`src/rtl/ycbcr_to_rgb_seq.sv`:
```
// YCbCr (level-shifted, signed 8-bit) to 8-bit RGB converter using a bit-serial shift-add multiplier.
// Latency: 9 cycles from accept to out_valid (8 MUL + 1 FINAL); one pixel in flight, II = 11.
// Backpressure: result held in OUT until out_ready; in_ready is high only in IDLE (registered).
module ycbcr_to_rgb_seq (
  input  logic              clk,
  input  logic              rst,
  input  logic              in_valid,
  output logic              in_ready,
  input  logic signed [7:0] y,
  input  logic signed [7:0] cb,
  input  logic signed [7:0] cr,
  output logic              out_valid,
  input  logic              out_ready,
  output logic [7:0]        r,
  output logic [7:0]        g,
  output logic [7:0]        b
);

  localparam logic [24:0] K_RCR = 25'h00166E9;
  localparam logic [24:0] K_GCB = 25'h000581A;
  localparam logic [24:0] K_GCR = 25'h000B6D2;
  localparam logic [24:0] K_BCB = 25'h001C5A2;

  typedef enum logic [1:0] {IDLE, MUL, FINAL, OUT} state_t;

  state_t             state, state_nxt;
  logic [2:0]         cnt;
  logic [7:0]         luma;
  logic               cb_neg, cr_neg;
  logic [7:0]         cb_mag, cr_mag;
  logic [24:0]        acc_rcr, acc_gcr, acc_gcb, acc_bcb;
  logic signed [26:0] base, v_r, v_g, v_b;

  function automatic logic [7:0] mag8(input logic [7:0] v);
    return v[7] ? 8'(8'd0 - v) : v;
  endfunction

  function automatic logic signed [26:0] apply_sign(input logic [24:0] a, input logic neg);
    logic signed [26:0] s;
    s = signed'({2'b00, a});
    return neg ? -s : s;
  endfunction

  // Round half-up at bit 16, then saturate to the unsigned 8-bit range.
  function automatic logic [7:0] round_clamp(input logic signed [26:0] v);
    logic signed [26:0] t;
    t = (v + 27'sd32768) >>> 16;
    if (t < 27'sd0)
      return 8'd0;
    else if (t > 27'sd255)
      return 8'd255;
    else
      return t[7:0];
  endfunction

  always_comb begin
    base = signed'({3'b000, luma, 16'h0000});
    v_r  = base + apply_sign(acc_rcr, cr_neg);
    v_g  = base - apply_sign(acc_gcb, cb_neg) - apply_sign(acc_gcr, cr_neg);
    v_b  = base + apply_sign(acc_bcb, cb_neg);
  end

  always_ff @(posedge clk) begin
    if (rst)
      state <= IDLE;
    else
      state <= state_nxt;
  end

  always_comb begin
    state_nxt = state;
    in_ready  = 1'b0;
    out_valid = 1'b0;
    case (state)
      IDLE: begin
        in_ready = 1'b1;
        if (in_valid)
          state_nxt = MUL;
      end
      MUL: begin
        if (cnt == 3'd7)
          state_nxt = FINAL;
      end
      FINAL: state_nxt = OUT;
      OUT: begin
        out_valid = 1'b1;
        if (out_ready)
          state_nxt = IDLE;
      end
      default: state_nxt = IDLE;
    endcase
  end

  always_ff @(posedge clk) begin
    if (rst) begin
      cnt     <= 3'd0;
      luma    <= 8'd0;
      cb_neg  <= 1'b0;
      cr_neg  <= 1'b0;
      cb_mag  <= 8'd0;
      cr_mag  <= 8'd0;
      acc_rcr <= 25'd0;
      acc_gcr <= 25'd0;
      acc_gcb <= 25'd0;
      acc_bcb <= 25'd0;
      r       <= 8'd0;
      g       <= 8'd0;
      b       <= 8'd0;
    end else begin
      case (state)
        IDLE: begin
          if (in_valid) begin
            // Flipping the sign bit turns y-128 back into the unsigned luma.
            luma    <= {~y[7], y[6:0]};
            cb_neg  <= cb[7];
            cr_neg  <= cr[7];
            cb_mag  <= mag8(cb);
            cr_mag  <= mag8(cr);
            cnt     <= 3'd0;
            acc_rcr <= 25'd0;
            acc_gcr <= 25'd0;
            acc_gcb <= 25'd0;
            acc_bcb <= 25'd0;
          end
        end
        MUL: begin
          if (cr_mag[cnt]) begin
            acc_rcr <= acc_rcr + (K_RCR << cnt);
            acc_gcr <= acc_gcr + (K_GCR << cnt);
          end
          if (cb_mag[cnt]) begin
            acc_gcb <= acc_gcb + (K_GCB << cnt);
            acc_bcb <= acc_bcb + (K_BCB << cnt);
          end
          cnt <= cnt + 3'd1;
        end
        FINAL: begin
          r <= round_clamp(v_r);
          g <= round_clamp(v_g);
          b <= round_clamp(v_b);
        end
        default: ;
      endcase
    end
  end

endmodule

```
`config.mk`:
```
export PLATFORM = sky130hd
export DESIGN_NAME = ycbcr_to_rgb_seq
export DESIGN_NICKNAME = d
export VERILOG_FILES = /design/src/rtl/ycbcr_to_rgb_seq.sv
export SDC_FILE = /design/constraint.sdc
export NUM_CORES = 1
export LEC_CHECK = 0
export BUFFER_PORTS_ARGS = -buffer_cell sky130_fd_sc_hd__buf_2
export CAP_MARGIN = 20
export CORE_UTILIZATION = 52
export CTS_CLUSTER_SIZE = 28
export DETAILED_ROUTE_END_ITERATION = 8
export PLACE_DENSITY_LB_ADDON = 0.05
export SYNTH_ARGS = -nofsm -noshare
export SYNTH_HDL_FRONTEND = slang
export SYNTH_SLANG_ARGS = --single-unit
```
`constraint.sdc`:
```
create_clock -name clk -period 14.7 [get_ports clk]
set_clock_uncertainty 0.1 [all_clocks]
set_input_delay 1.47 -clock clk [delete_from_list [all_inputs] [get_ports clk]]
set_output_delay 1.47 -clock clk [all_outputs]
set_load 0.05 [all_outputs]
```
==> summary.md, run 1 <==
| Metric | Value |
|---|---|
| Total congestion overflow | `0` |
| Layer with the highest usage after global routing | `met2` |
| Hold Vio Cnt, Final | `0` |
| Die ar. | `0.02695 mm²` |
| Buffers inserted by post-CTS timing repair | `0` |
| Number of standard cells after synthesis | `1751` |
| Setup repair after global routing missed its margin | `no` |
| Total Negative Setup Slacks | `0 ns` |
| Global routing met2 resource utilization | `47.05%` |
| Max Slew Vio Count | `0` |
| I/O pin cnt | `54` |
| Start-to-end type of the worst setup path | `register to register` |
| Remaining antenna violation count after routing | `0` |
| R2R cell count | `17` |
| Sequential fraction of the synthesis area | `22.25%` |
| Layout-stage area growth over the synthesis result | `8.865%` |
| Met3 GRT Util | `2.854%` |
| Number of detailed-route iterations in the first pass | `5` |
| Crit path DAT | `6.13 ns` |
| CP Cell Sequence | `or4_1, or4_1, nor3_1, nand2_1, o21ai_0, xnor2_1, fa_1, inv_1, ha_1, and4_1, o311ai_0, and4_1, nor4_1, or3_1, o211ai_1, o21ba_2, o21ai_0` |
| Number of enable-type register cells in the synthesized netlist | `0` |
| Worst EP required | `14.91 ns` |
| Design Power | `2.065 mW` |
| Most instantiated flip-flop cell in the synthesis netlist | `dfxtp_1` |
| Proportion of layout cells with a drive suffix above 1 | `7.350%` |
| Wirelength, routed | `37340 µm` |
| Delay of the slowest cell on the worst path | `0.67 ns` |
| Cts bufs inserted | `17` |
| Clock latency at the later pin of the worst-skew pair | `0.43 ns` |
| Number of global-route vias before repair | `11790` |
| Slew @ Worst Pin | `1.041 ns` |
| Post-cts hold buffer count | `0` |
| Syn avg cell area | `7.810 µm²` |
| Cell depth of the worst setup path | `17` |
| Number of diodes added for antenna fixing | `0` |
| Top delay family on crit path | `simple AND/OR/NAND/NOR gates` |
| CTS tree | `yes` |
| Seq cells post-synth | `152` |
| Worst hold path type | `register to register` |
| Clock transition at the registers of the reported paths | `0.07 ns` |
| Setup slack at placement | `8.933 ns` |
| Maximum number of buffers from clock root to sink | `2` |
| Via density per instance | `5.950` |
| Die height | `164.2 µm` |
| Max frequency | `169.1 MHz` |
| Weighted congestion at the end of routability-driven global placement | `0.9078` |
| Async set or reset register ratio after synthesis | `0%` |
| Bufs and invs on worst path | `1` |
| Clock net sink count | `152` |
| Global-route wire length before repair | `60310 µm` |
| Synth warn | `0` |
| DRT iter0 DRCs | `1084` |
| Number of endpoints failing setup at the final stage | `0` |
| Total vias in the final route | `12650` |
| Routed length per instance | `17.56 µm` |
| Max-Cap Viols | `0` |
| Total of buffers placed on input and output ports | `53` |
| Synth cell types | `68` |
| Nature of the critical path endpoint | `register` |
| Post-route DRC violation count | `0` |
| Static leakage power | `6.781 nW` |
| Hold Slack | `0.3466 ns` |
| Critical-path top delay cell | `nor4_1` |
| Maximum number of pins on one net before global-route repair | `73` |
| Status | `completed` |
| Fraction of the cycle the final worst path needs | `40.23%` |
| Number of cells upsized or downsized after cts | `0` |
| Peak fanout along the critical path | `8` |
| VDD IR max | `0.1567 mV` |
| Count of H-tree levels built during CTS | `4` |
| Pwr Density | `138.7 mW/mm²` |
| Post-DP HPWL | `28430 µm` |
| Share of the core filled with cells | `58.45%` |
| GRT Resource Usage Total | `28.59%` |
| Root Driver | `clkbuf_16` |
| Critical path launch point type | `register` |
| Final worst setup slack | `8.787 ns` |
| Final period demand of the worst path | `5.913 ns` |
| Met1 track demand over resource in global routing | `37.96%` |
| Die extent in x | `164.2 µm` |
| Placement Rows | `58` |
| NumNets Final | `1993` |
| Total nets after synthesis | `1961` |
| Worst hold path depth | `2` |
| Initial antenna violation count | `0` |
| Starting Density | `53.69%` |
| Cell area after synthesis | `0.01368 mm²` |
| Relative slew slack | `30.34%` |
| Core area | `0.02547 mm²` |
==> per-stage QoR <==
stage | cells | cell area (µm²)
global placement | 2093 | 14260
CTS | 2125 | 14870
global route | 2126 | 14890
detailed placement | 2093 | 14260
floorplan | 1751 | 13680
finish | 2126 | 14890
==> cells in the mapped netlist, types with 18 or more instances <==
cell / number / area (µm²)
a211oi_1: 33 / 247.7
a21o_1: 45 / 337.8
a21oi_1: 115 / 575.6
a22oi_1: 52 / 390.4
clkbuf_1: 47 / 176.4
dfxtp_1: 152 / 3043
ha_1: 168 / 2102
inv_1: 89 / 334.1
nand2_1: 198 / 743.2
nand2b_1: 23 / 143.9
nand3_1: 31 / 155.2
nor2_1: 176 / 660.6
nor3_1: 29 / 145.1
o21ai_0: 117 / 585.6
o21bai_1: 20 / 150.1
o31ai_1: 32 / 240.2
or3_1: 18 / 112.6
xnor2_1: 91 / 797.0
xor2_1: 67 / 586.8
==> worst register-to-register path, cell delays in order (launching register included) <==
cell	delay, ns
dfxtp_1	0.36
or4_1	0.61
or4_1	0.48
nor3_1	0.54
nand2_1	0.20
o21ai_0	0.24
xnor2_1	0.11
fa_1	0.51
inv_1	0.04
ha_1	0.34
and4_1	0.23
o311ai_0	0.23
and4_1	0.27
nor4_1	0.67
or3_1	0.23
o211ai_1	0.25
o21ba_2	0.32
o21ai_0	0.06
==> state kept, by name, indices dropped and copies added (netlist names) <==
name,cells
cr_mag,8
acc_gcb,24
acc_gcr,24
acc_rcr,25
r,8
cr_neg,1
cnt,3
b,8
acc_bcb,24
luma,8
cb_neg,1
state,2
cb_mag,8
g,8
==> cell usage in the layout, fill, tap and decap left out, types with 52 or more instances in the layout <==
master / netlist / layout
a21oi_1: 115 / 115
inv_1: 89 / 89
o21ai_0: 117 / 117
xor2_1: 67 / 67
buf_2: 0 / 52
dfxtp_1: 152 / 152
nor2_1: 176 / 173
xnor2_1: 91 / 91
a22oi_1: 52 / 52
ha_1: 168 / 168
nand2_1: 198 / 198
==> layer usage <==
layer	up-vias	part of all wire, %
met1	5835	48
met4	0	3.3
met3	61	4.1
met5	-	0
met2	348	45
li1	6406	-
==> power breakdown <==
part | leakage [nW] | switching (mW) | internal (mW) | total, mW
clock | 0.294 | 0.198 | 0.272 | 0.469
combinational | 5.26 | 0.703 | 0.398 | 1.10
sequential | 1.23 | 0.0414 | 0.454 | 0.495
total | 6.78 | 0.942 | 1.12 | 2.07
==> final timing paths <==
path	start	to	slack, ns
worst max-delay path	acc_gcb[3]	g[2]	8.79
worst min-delay path	r[4]	r[4]	0.35
worst max register to register	acc_gcb[3]	g[2]	8.79
worst min register to register	r[4]	r[4]	0.35
==> final cells by class <==
class / instances / area, µm²
fill: 2373 / 10580
multi-input combinational: 1456 / 10100
sequential: 152 / 3043
clock buffer: 21 / 480.5
tap: 330 / 412.9
timing repair buffer: 67 / 380.4
inverter: 89 / 334.1
clock inverter: 11 / 135.1
==> logic make-up (layout without fill, tap and decap cells) <==
logic type               count (synthesis)  in the layout  synth area share (%)
buffers and inverters                  143            188                 3.934
AND/OR/NAND/NOR                        583            583                 19.83
adder cells (fa/ha/maj)                184            184                 17.57
flip-flops                             152            152                 22.25
XOR/XNOR                               158            158                 10.12
multiplexers                            17             17                 1.610
AO/OA/AOI/OAI                          514            514                 24.69
No activity file was read; power rests on OpenSTA's default activity.
==> run 2: changes to the inputs <==
--- a/config.mk
+++ b/config.mk
@@ -5,6 +5,7 @@
 export SDC_FILE = /design/constraint.sdc
 export NUM_CORES = 1
 export LEC_CHECK = 0
+export ABC_AREA = 1
 export BUFFER_PORTS_ARGS = -buffer_cell sky130_fd_sc_hd__buf_2
 export CAP_MARGIN = 20
 export CORE_UTILIZATION = 52
==> constraint.sdc (replaced) <==
create_clock -name clk -period 5.3 [get_ports clk]
set_clock_uncertainty 0.1 [all_clocks]
set_input_delay 0.53 -clock clk [delete_from_list [all_inputs] [get_ports clk]]
set_output_delay 0.53 -clock clk [all_outputs]
set_load 0.05 [all_outputs]
==> run 2 against run 1 <==
  * Combinational power grew to 5.8 times the previous value
  * Non-clock buffer count grew 4
  * Worst setup slack lost 8.1 ns
  * Critical path type unchanged
  * Critical endpoint is now g[6]
  * Highest routed layer unchanged
==> summary.md, run 2 <==
| Metric | Value |
|---|---|
| Status | `completed` |
| Pwr Density | `535.3 mW/mm² (+290%)` |
| Synth cell types | `50 (-26%)` |
| Post-route DRC violation count | `0 (unchanged)` |
| Async set or reset register ratio after synthesis | `0% (unchanged)` |
| Fraction of power consumed by sequential logic | `16.6% (-7.4 points)` |
| Critical register-to-register path endpoint | `g[6]` |
| Clock net sink count | `152 (unchanged)` |
| Peak fanout along the critical path | `8 (unchanged)` |
| Layout-stage area growth over the synthesis result | `7.577%` |
| Post-DP HPWL | `41210 µm (+45%)` |
| Weighted congestion at the end of routability-driven global placement | `0.9810 (+8.1%)` |
| Power spent charging and discharging nets | `5.093 mW (+440%)` |
| Worst EP required | `5.53 ns (-9.38 ns)` |
| Leading area contributor after synthesis | `dfxtp_1` |
| GRT Resource Usage Total | `33.41% (+4.8 points)` |
| Synth warn | `0 (unchanged)` |
| Max-Cap Viols | `0 (unchanged)` |
| Comb pwr share | `70.2% (+17 points)` |
| Max Slew Vio Count | `0 (unchanged)` |
| Fraction of the cycle the final worst path needs | `86.55% (+46 points)` |
| Worst hold path type | `input port to register` |
| Biggest register | `acc_rcr` |
| Routed length per instance | `17.19 µm (-2.1%)` |
| Crit path DAT | `4.81 ns (-1.32 ns)` |
| Setup repair after global routing missed its margin | `no` |
| Area share of the largest cell type after synthesis | `19.40% (-2.9 points)` |
| Placement Rows | `63 (+8.6%)` |
| Core area | `0.02964 mm² (+16%)` |
| Proportion of layout cells with a drive suffix above 1 | `6.554% (-0.80 points)` |
| Number of standard cells after synthesis | `2544 (+45%)` |
| Synth top area cells | `dfxtp_1 19%, nand2_1 17%, ha_1 13%, a21oi_1 9.0%, inv_1 6.5%` |
| Root Driver | `clkbuf_16` |
| Total of buffers placed on input and output ports | `53 (unchanged)` |
| Total Negative Setup Slacks | `0 ns (unchanged)` |
| Sw frac | `56.38% (+11 points)` |
| Seq cells post-synth | `152 (unchanged)` |
| Number of global-route vias before repair | `15010 (+27%)` |
| Initial antenna violation count | `2 (+2)` |
| Sequential fraction of the synthesis area | `19.40% (-2.9 points)` |
| Number of detailed-route iterations in the first pass | `6 (+1)` |
| Die height | `175.7 µm (+7.0%)` |
| Register-to-register setup slack | `0.71 ns (-8.07 ns)` |
| Maximum number of pins on one net before global-route repair | `85 (+16%)` |
| Hold Vio Cnt, Final | `0 (unchanged)` |
| Syn avg cell area | `6.166 µm² (-21%)` |
| Final period demand of the worst path | `4.587 ns (-1.326 ns)` |
| Number of enable-type register cells in the synthesized netlist | `0 (unchanged)` |
| I/O pin cnt | `54 (unchanged)` |
| Critical path launch point type | `register` |
| Commonest cells after routing, fill and taps aside | `698 x nand2_1, 282 x a21oi_1, 270 x inv_1` |
| Number of endpoints failing setup at the final stage | `0 (unchanged)` |
| NumNets Final | `2791 (+40%)` |
| Static leakage power | `8.424 nW (+24%)` |
| Startpoint of the worst hold path | `y[7]` |
| Most instantiated cells after synthesis | `698 x nand2_1, 282 x a21oi_1, 270 x inv_1` |
| Most instantiated flip-flop cell in the synthesis netlist | `dfxtp_1` |
| Design internal power | `3.941 mW (+250%)` |
| Wirelength, routed | `51320 µm (+37%)` |
| Buffers inserted by post-CTS timing repair | `0 (unchanged)` |
| Start-to-end type of the worst setup path | `register to register` |
| Relative slew slack | `28.19% (-2.2 points)` |
| Commonest non-fill, non-tap cell in the layout | `nand2_1` |
| Cts bufs inserted | `17 (unchanged)` |
| Clock transition at the registers of the reported paths | `0.07 ns (about the same)` |
| Max frequency | `218.0 MHz (+29%)` |
| Total congestion overflow | `0 (unchanged)` |
| Number of cells upsized or downsized after cts | `0 (unchanged)` |
| Cell area after synthesis | `0.01569 mm² (+15%)` |
| Worst hold path endpoint | `luma[7]` |
| Count of H-tree levels built during CTS | `4 (unchanged)` |
| CTS tree | `yes` |
| Worst hold path depth | `2 (unchanged)` |
| DRT iter0 DRCs | `1443 (+33%)` |
| Count of fill cells added during filler insertion | `3112 (+31%)` |
| R2R cell count | `21 (+4)` |
| Max reg flops | `25 (unchanged)` |
| Slew @ Worst Pin | `1.066 ns (+0.02490 ns)` |
| Global-route wire length before repair | `80390 µm (+33%)` |
| Nature of the critical path endpoint | `register` |
| Starting Density | `52.93% (-0.76 points)` |
| Clock latency at the later pin of the worst-skew pair | `0.46 ns (+0.03 ns)` |
| Reg-to-reg startpoint | `acc_gcr[2]` |
| Die ar. | `0.03087 mm² (+15%)` |
| Post-cts hold buffer count | `0 (unchanged)` |
| Via density per instance | `5.652 (-5.0%)` |
| Clock power frac | `13.2% (-9.5 points)` |
| Die extent in x | `175.7 µm (+7.0%)` |
| VDD IR max | `0.2785 mV (+78%)` |
| Design Power | `9.035 mW (+340%)` |
| Maximum number of buffers from clock root to sink | `2 (unchanged)` |
| Total nets after synthesis | `2754 (+40%)` |
| Most frequently used cell type in the post-synthesis netlist | `nand2_1` |
| Remaining antenna violation count after routing | `0 (unchanged)` |
| Total vias in the final route | `16880 (+33%)` |
==> run 2: logic make-up (layout without fill, tap and decap cells) <==
kind of cell	count (synthesis)	count (layout)	synth area share (%)
other	0	2	0
and+or+nand+nor	1279	1279	34.38
adders and majority gates	182	182	15.19
xor gates and xnor gates	92	92	5.136
AOI/OAI and AO/OA	506	506	17.55
DFF	152	152	19.40
buffers and inverters	333	383	8.351
==> run 2: power by group through the flow <==
stage | registers [mW] | logic [mW] | clock network (mW)
detailed placement | 1.52 | 6.20 | 0
global route | 1.52 | 7.05 | 1.25
global placement | 1.51 | 6.17 | 0
finish | 1.50 | 6.35 | 1.19
floorplan | 1.63 | 4.45 | 0
CTS | 1.49 | 6.23 | 1.21
==> run 2: layer usage <==
metal  part of all wire (%)  track usage (%)
met1                     47            47.15
met2                     42            49.49
met3                    8.3            8.030
met4                    2.7            10.69
met5                      0                0
==> run 2: worst max-delay path: stages, from the launching register on <==
cell	delay, ns
dfxtp_1	0.36
inv_1	0.13
ha_1	0.15
nand2_1	0.06
nor4_1	0.39
nand2_1	0.25
o31ai_1	0.44
o21ai_0	0.20
xnor2_1	0.25
fa_1	0.45
ha_1	0.38
nand2_1	0.12
nor2_1	0.14
nand3_1	0.11
nor3_1	0.16
nand2_1	0.09
nand3_1	0.07
nand2_1	0.05
nand2_1	0.06
nand2_1	0.17
o211ai_1	0.22
a21oi_1	0.09
==> run 2: worst max path at each step <==
stage	startpoint	to	slack [ns]	cells after the start
6_report	acc_gcr[2]	g[6]	0.71	21
5_1_grt	acc_gcr[2]	g[7]	0.23	21
4_1_cts	acc_gcr[3]	g[6]	0.86	19
3_5_place_dp	acc_gcr[3]	g[6]	0.88	19
3_3_place_gp	acc_gcr[2]	g[7]	0.96	21
2_1_floorplan	acc_gcr[2]	g[0]	1.62	21
==> run 2: cell type report <==
cell class	instances	area, µm²	area share [%]
Antenna cell	2	5.005	0.02966
Clock inverter	11	88.84	0.5264
Multi-Input combinational cell	2059	11330	67.16
Inverter	280	1054	6.243
Timing Repair Buffer	71	402.9	2.387
Sequential cell	152	3043	18.03
Tap cell	390	488.0	2.891
Clock buffer	21	460.4	2.728
==> run 2: per-stage QoR <==
step / std cells / util (%) / setup slack, ns / hold slack (ns) / instance area (µm²)
finish: 2986 / 56.94 / 0.7130 / 0.1450 / 16880
global route: 2984 / 56.92 / 0.2263 / 0.1425 / 16870
CTS: 2984 / 56.92 / 0.8581 / 0.1321 / 16870
detailed placement: 2952 / 55.07 / 0.8790 / 0.3546 / 16320
global placement: 2952 / 55.07 / 0.9596 / 0.3501 / 16320
floorplan: 2544 / - / 1.615 / 0.3454 / 15690
